## config.mk

```make
export PLATFORM = sky130hd
export DESIGN_NAME = timing_sequencer
export DESIGN_NICKNAME = d
export VERILOG_FILES = /design/src/rtl/timing_sequencer.sv
export SDC_FILE = /design/constraint.sdc
export NUM_CORES = 1
export LEC_CHECK = 0
export ABC_AREA = 1
export CAP_MARGIN = 20
export CORE_ASPECT_RATIO = 0.7
export CORE_MARGIN = 2
export CORE_UTILIZATION = 36
export CTS_CLUSTER_SIZE = 40
export DETAILED_ROUTE_END_ITERATION = 16
export GPL_TIMING_DRIVEN = 0
export HOLD_SLACK_MARGIN = 0.02
export PLACE_DENSITY_LB_ADDON = 0.25
export REMOVE_ABC_BUFFERS = 1
export SYNTH_ARGS = -nofsm -noshare
export SYNTH_HDL_FRONTEND = slang
export SYNTH_SLANG_ARGS = --single-unit
```

## constraint.sdc

```tcl
create_clock -name clk -period 1.2 [get_ports clk]
set_input_delay 0.12 -clock clk [delete_from_list [all_inputs] [get_ports clk]]
set_output_delay 0.12 -clock clk [all_outputs]
set_load 0.05 [all_outputs]
```

## src/rtl/timing_sequencer.sv

```systemverilog
// Sequence counter, run/interrupt flip-flops and fetch latch for the basic-computer control path.
// Optional build macro SC_WATCHDOG_EN: a free-running 7->0 wrap halts execution and sets sc_wrap_err.
module timing_sequencer (
  input  logic       clk,
  input  logic       rst,
  input  logic       start,
  input  logic       hlt,
  input  logic       clr_sc,
  input  logic [2:0] ir_opcode,
  input  logic       ir_i,
  input  logic       int_req,
  input  logic       ien_set,
  input  logic       ien_clr,
  output logic [7:0] T,
  output logic [7:0] D,
  output logic       I,
  output logic [2:0] sc,
  output logic       run,
  output logic       ien,
  output logic       r_cycle,
  output logic       sc_wrap_err
);

  localparam int T_COUNT  = 8;
  localparam int OPC_BITS = 3;
  localparam int SC_W     = $clog2(T_COUNT);
  localparam int D_W      = 2 ** OPC_BITS;
  localparam logic [T_COUNT-1:0] ONE_T = 1;
  localparam logic [D_W-1:0]     ONE_D = 1;
  localparam logic [SC_W-1:0]    SC_LAST = SC_W'(T_COUNT - 1);

  logic [SC_W-1:0]    sc_q, sc_d;
  logic               run_q, run_d;
  logic               ien_q, ien_d;
  logic               r_q, r_d;
  logic [D_W-1:0]     d_q, d_d;
  logic               i_q, i_d;
  logic [T_COUNT-1:0] t_vec;
  logic               int_end;

  assign t_vec   = run_q ? (ONE_T << sc_q) : '0;
  assign int_end = t_vec[2] & r_q;

  always_comb begin
    sc_d  = sc_q;
    run_d = run_q;
    ien_d = ien_q;
    r_d   = r_q;
    d_d   = d_q;
    i_d   = i_q;
    if (!run_q) begin
      sc_d = '0;
      if (start && !hlt) run_d = 1'b1;
    end else begin
      if (hlt) begin
        run_d = 1'b0;
        sc_d  = '0;
      end else if (int_end || clr_sc) begin
        sc_d = '0;
      end else begin
        sc_d = sc_q + 1'b1;
      end
      if (t_vec[2] && !r_q) begin
        d_d = ONE_D << ir_opcode;
        i_d = ir_i;
      end
      // Interrupt cycle end overrides any ION/IOF issued in the same cycle.
      if (int_end) begin
        r_d   = 1'b0;
        ien_d = 1'b0;
      end else begin
        if (ien_q && int_req && (t_vec[2:0] == 3'b000) && !r_q) r_d = 1'b1;
        if (ien_clr)      ien_d = 1'b0;
        else if (ien_set) ien_d = 1'b1;
      end
    end
`ifdef SC_WATCHDOG_EN
    if (run_q && !hlt && !int_end && !clr_sc && (sc_q == SC_LAST)) begin
      run_d = 1'b0;
      sc_d  = '0;
    end
`endif
  end

  always_ff @(posedge clk) begin
    if (rst) begin
      sc_q  <= '0;
      run_q <= 1'b0;
      ien_q <= 1'b0;
      r_q   <= 1'b0;
      d_q   <= '0;
      i_q   <= 1'b0;
    end else begin
      sc_q  <= sc_d;
      run_q <= run_d;
      ien_q <= ien_d;
      r_q   <= r_d;
      d_q   <= d_d;
      i_q   <= i_d;
    end
  end

`ifdef SC_WATCHDOG_EN
  logic err_q, err_d;

  always_comb begin
    err_d = err_q;
    if (run_q && !hlt && !int_end && !clr_sc && (sc_q == SC_LAST)) err_d = 1'b1;
  end

  always_ff @(posedge clk) begin
    if (rst) err_q <= 1'b0;
    else     err_q <= err_d;
  end

  assign sc_wrap_err = err_q;
`else
  assign sc_wrap_err = 1'b0;
`endif

  assign T       = t_vec;
  assign D       = d_q;
  assign I       = i_q;
  assign sc      = sc_q;
  assign run     = run_q;
  assign ien     = ien_q;
  assign r_cycle = r_q;

endmodule

```

==> results.txt, run 1 <==
H-tree depth = 1
most common cell in the netlist = nor2_1
post-synthesis cell count = 113
CP required = 1.08 ns
Crit. path cell count = 5
hold path depth = 3
DRC = 0
min-delay src = start
setup ws final = -0.168 ns
setup violators final = 17
Cell Pwr Density = 668 nW/um^2
Die Span Y = 42.8 um
outcome = complete, but fails checks
Iter 0 DRT Violations = 21
RSZ-0062 raised after global routing = yes
# IOs = 36
Worst VDD drop = 0.000607 V
min Tclk post-route = 1.37 ns
Synth Area in XOR/XNOR = 0%
Worst-Skew Late Latency = 0.30 ns
simple-gate share of the synthesized area = 34.6%
Ant. Diodes = 0
clk_skew = 0.00384 ns
Yosys reg bits = 15
Leak = 0.604 nW
reg2reg path depth = 8
clock slew at reported path FFs = 0.09 ns
total power = 0.935 mW
wire per inst = 12.2 um
Initial Utilization = 37.2%
EDFF count, synth = 0
fmax = 0.731 GHz
total core area = 2080 sq um
critical path's most frequent cell = ha_4
die span in x = 59.4 um
Layout fillers = 167
Tcrit/Tclk final = 114%
post-synthesis sequential area ratio = 38.8%
multiplexer share of the synthesized area = 0%
worst hold slack = 0.401 ns
FF+latch area = 313 sq um
Slew Limit Fails = 0
Nets = 173
post-synth top area share = 38.8%
slowest stage cell, crit path = dfxtp_4
yosys warns = 0
failing checks = setup timing
compound-cell area share of the yosys netlist = 3.88%
Area Overhead vs Synth = 80.8%
antenna violations before repair = 0
adder-cell area share of the yosys netlist = 9.69%
final hold vios = 0
Placer Congestion = 0.736
crit path DAT = 1.25 ns
largest net degree at the start of global routing = 13
Critical Path, Cell by Cell = ha_4 > ha_4 > nand2_2 > inv_2 > buf_8
area of the multi-input gates = 529 sq um
Worst Hold Class = in2reg
total gr overflow = 0
crit path capture type = output pin
Buf/Inv on CP = 2
CTS Sinks = 15
critical path fanouts, max = 5
WL final = 2180 um
Via-to-Cell Ratio = 4.66
die area = 2540 sq um
Synth Flop Type = dfxtp_1
port buffer count = 34
Worst Hold End = run
Mapped Area = 774 sq um
mean post-synth cell area = 6.85 sq um
max cap viols = 0
main area contributors after synthesis = dfxtp_1, nor2_1, ha_1
Largest delay share family, worst path = flip-flops
crit start category = flip-flop
post-synth top area cell = dfxtp_1
r2r startpoint = sc[0]
RR Endpoint = D[0]
post-route ant nets = 0
Hold Buf Count CTS = 0
post-DP HPWL = 1270 um
root buf cell = clkbuf_4
number of global-route vias before repair = 689
CTS Buf Count = 3
Initial DRT Pass Iterations = 4
async set or reset register ratio after synthesis = 0%
routed via count = 829
Post-synth top cells = nor2_1, inv_1, nand2_1
first-pass GRT wire length = 3020 um
CP max stage delay = 0.39 ns
share of layout cells above drive strength 1 = 48.7%
FP Rows = 14
critical path type = reg2out
Overall Global Routing Usage = 16.0%
dominant combinational cell family by area after synthesis = simple AND/OR/NAND/NOR gates
reg2reg setup slack = -0.13 ns
count of cell types in the netlist = 18
CTS tree = done
Clock Tree Buf Depth = 2
## worst min-delay path, cell delays in order
cell and delay (ns):
clkdlybuf4s50_1 0.39, nor2_1 0.10, nor2_1 0.05
## per-stage QoR
step | setup TNS [ns] | utilization, % | instances | setup WS [ns] | area (sq um)
final | -1.90 | 67.2 | 178 | -0.168 | 1400
after global routing | -3.11 | 67.2 | 178 | -0.212 | 1400
after CTS | -1.85 | 61.9 | 175 | -0.166 | 1290
after detailed placement | -7.87 | 53.7 | 168 | -0.614 | 1120
after global placement | -7.19 | 53.7 | 168 | -0.568 | 1120
after floorplan | -10.03 | - | 110 | -0.646 | 748
## cell families (layout without fill, tap and decap cells)
logic type                 count (synthesis)  after routing
DFF                                       15             15
AOI/OAI and AO/OA                          6              6
and+or+nand+nor                           63             63
other                                      1              1
buffers and inverters                     22             63
adders and majority gates                  6              6
## layout by cell type, fill, tap and decap left out, drive strengths merged
master	n
nand2	17
a21oi	1
o21ai	5
nand3	8
clkdlybuf4s15	9
buf	18
conb	1
clkinv	2
clkbuf	4
nor2	32
dfxtp	15
ha	6
clkdlybuf4s18	1
inv	18
clkdlybuf4s50	11
or2	1
nor3	5
## timing repair
item,in CTS,in global routing
gates resized for setup,148,26
setup buffers,3,3
pin swaps,12,13
endpoints found under the setup margin,37,24
## flip-flops by register name, indices dropped and copies added, names as in the netlist
name and flops:
ien 1, D 8, run 1, r_cycle 1, I 1, sc 3
## metal layers
metal / wire length [um] / vias to the layer above / global-route usage, %
li1: - / 423 / -
met1: 868 / 376 / 21.0
met2: 1110 / 25 / 23.3
met3: 153 / 5 / 5.18
met4: 43 / 0 / 8.18
met5: 0 / - / 0
## power by group
group          total (mW)  leakage, nW  internal, mW  switching, mW
Clock               0.298       0.0177         0.124          0.173
Sequential          0.502        0.124         0.496        0.00631
Combinational       0.136        0.462        0.0633         0.0725
Total               0.935        0.604         0.683          0.252
## area by class of cell
| cell class | instances | area share [%] |
|---|---|---|
| timing repair buffer | 40 | 30.3 |
| inverter | 19 | 5.45 |
| sequential | 15 | 22.3 |
| clock inverter | 1 | 0.357 |
| tap | 24 | 2.14 |
| clock buffer | 3 | 1.61 |
| multi-input combinational | 76 | 37.8 |
## worst max-delay path by stage
| stage | startpoint | endpoint | slack [ns] |
|---|---|---|---|
| final | sc[0] | T[3] | -0.17 |
| after global routing | sc[1] | T[7] | -0.21 |
| after CTS | sc[1] | T[1] | -0.17 |
| after detailed placement | sc[0] | T[2] | -0.61 |
| after global placement | sc[0] | T[2] | -0.57 |
| after floorplan | sc[1] | sc[0] | -0.65 |
Note: power is estimated with default switching activity, not from simulation.
==> run 2, diff against run 1 <==
- CORE_MARGIN: 2 -> 5
==> run 2 against run 1 <==
  * Global-route usage is 1.0 points lower
  * Die area rose by 26%
  * Critical path depth did not move
  * Hold slack gained 0.024 ns
  * Clock-buffer cell count is 1 higher
  * Fmax about the same
  * The run still ends with setup timing left
  * Combinational power shrank 7%
  * Design area is 1.3% lower
  * Via count down 2.7%
  * Critical endpoint is now T[2]
  * Worst setup slack better by 0.0011 ns
==> results.txt, run 2 (synthesized netlist as in run 1, its figures left out) <==
crit path DAT = 1.25 ns (about the same)
total core area = 2100 sq um (+0.84%)
die area = 3190 sq um (+26%)
Reg power frac = 55.0% (+1.3 points)
WL final = 2230 um (+2.5%)
FP Rows = 14 (unchanged)
Nets = 175 (+1.2%)
fmax = 0.732 GHz (about the same)
Area Overhead vs Synth = 78.5%
CTS Buf Count = 3 (unchanged)
first-pass GRT wire length = 3670 um (+22%)
CTS Sinks = 15 (unchanged)
final hold vios = 0 (unchanged)
post-DP HPWL = 1450 um (+14%)
Clock Tree Buf Depth = 2 (unchanged)
r2r startpoint = sc[0]
post-layout instance count excluding filler cells = 180 (+1.1%)
H-tree depth = 1 (unchanged)
reg2reg path depth = 8 (unchanged)
Leak = 0.630 nW (+4.3%)
# IOs = 36 (unchanged)
CP required = 1.08 ns (about the same)
Worst-Skew Late Latency = 0.28 ns (-0.02 ns)
largest net degree at the start of global routing = 11 (-2)
Worst Hold Class = in2reg
Layout fillers = 169 (+1.2%)
commonest non-fill, non-tap cell in the layout = nor2_1
sw frac = 25.3% (-1.7 points)
Initial Utilization = 36.8% (-0.31 points)
antenna violations before repair = 0 (unchanged)
Area after DPL = 1120 sq um (unchanged)
Initial DRT Pass Iterations = 4 (unchanged)
Placer Congestion = 0.753 (+2.3%)
wire per inst = 12.4 um (+1.4%)
clock slew at reported path FFs = 0.08 ns (about the same)
max cap viols = 0 (unchanged)
DRC = 0 (unchanged)
setup ws final = -0.167 ns (+0.00107 ns)
crit path capture type = output pin
Iter 0 DRT Violations = 15 (-29%)
number of global-route vias before repair = 816 (+18%)
failing checks = setup timing
critical path type = reg2out
Die Span Y = 48.8 um (+14%)
setup violators final = 23 (+6)
post-route cell area = 1380 sq um (-1.3%)
Worst VDD drop = 0.000698 V (+15%)
Tcrit/Tclk final = 114% (about the same)
fin util = 65.8% (-1.4 points)
critical path fanouts, max = 5 (unchanged)
Cell Pwr Density = 660 nW/um^2 (-1.1%)
clock power share = 31.1% (-0.7 points)
routed via count = 807 (-2.7%)
RSZ-0062 raised after global routing = yes
Gate power share = 13.9% (-0.6 points)
Hold Buf Count CTS = 0 (unchanged)
RR Endpoint = D[3]
crit start category = flip-flop
P_sw = 0.231 mW (-8.4%)
root buf cell = clkbuf_4
Place WS = -0.598 ns (+0.0152 ns)
Overall Global Routing Usage = 15.0% (-1.0 points)
Ant. Diodes = 0 (unchanged)
post-route ant nets = 0 (unchanged)
share of layout cells above drive strength 1 = 45.5% (-3.2 points)
worst hold slack = 0.425 ns (+0.0240 ns)
CTS tree = done
min Tclk post-route = 1.37 ns (-0.00107 ns)
reg2reg setup slack = -0.11 ns (+0.02 ns)
die span in x = 65.4 um (+10%)
Inst Count DP = 168 (unchanged)
port buffer count = 34 (unchanged)
max reg flops = 8 (unchanged)
total gr overflow = 0 (unchanged)
Internal = 0.682 mW (-0.15%)
Slew Limit Fails = 0 (unchanged)
Setup crit start = sc[0]
Via-to-Cell Ratio = 4.48 (-3.7%)
most frequent cells in the layout = nor2_1, dfxtp_1, clkdlybuf4s50_1, inv_1, buf_6
outcome = complete, but fails checks
total power = 0.913 mW (-2.4%)
setup_tns = -2.09 ns (-0.185 ns)
clk_skew = 0.00355 ns (-0.000294 ns)
Worst Setup EP = T[2]
-- run 2: changes by cell type in the layout (fill, tap and decap cells not counted), moves of 3 or more --
cell,delta
nand2_2,+3
buf_6,+4
nand2_1,-4
nand3_2,-3
inv_1,+4
inv_2,-4
-- run 2: critical path, cell delays in order, from the launching register on --
cell and delay (ns):
dfxtp_4 0.38, inv_4 0.07, ha_4 0.15, nand3_4 0.12
inv_4 0.10, buf_8 0.14
-- run 2: power groups by stage --
stage | Combinational [mW] | Sequential [mW] | Clock (mW)
floorplan | 0.0428 | 0.530 | 0
global placement | 0.110 | 0.519 | 0
detailed placement | 0.111 | 0.519 | 0
CTS | 0.123 | 0.502 | 0.293
global route | 0.136 | 0.503 | 0.312
finish | 0.127 | 0.502 | 0.284
-- run 2: cell type report --
| cell class | count | area (sq um) | share of cell area (%) |
|---|---|---|---|
| multi-input cells | 76 | 510 | 36.9 |
| well taps | 24 | 30.0 | 2.17 |
| inverters | 19 | 76.3 | 5.52 |
| flip-flops and latches | 15 | 313 | 22.6 |
| clock buffers | 4 | 26.3 | 1.90 |
| repair buffers | 42 | 427 | 30.9 |
-- run 2: repair_timing --
item | 4_1_cts | 5_1_grt
pin swaps | 9 | 12
gates resized for setup | 147 | 23
endpoints found under the setup margin | 37 | 28
setup buffers | 8 | 0
cloned | 0 | 0
-- run 2: worst min-delay path by stage --
stage	startpoint	endpoint	slack (ns)	cells after the start
after CTS	start	run	0.39	3
after floorplan	start	run	0.25	2
after global routing	ir_i	I	0.44	3
after detailed placement	D[5]	D[5]	0.47	2
final	ir_i	I	0.42	3
after global placement	sc[0]	sc[0]	0.46	1
-- run 2: layer usage --
| layer | part of all wire [%] | wire, um | up-vias | GRT usage, % |
|---|---|---|---|---|
| met3 | 6.0 | 135 | 10 | 4.84 |
| met1 | 39 | 881 | 348 | 15.2 |
| met5 | 0 | 0 | - | 0 |
| li1 | - | - | 425 | - |
| met4 | 3.5 | 78 | 0 | 6.21 |
| met2 | 51 | 1140 | 24 | 27.9 |
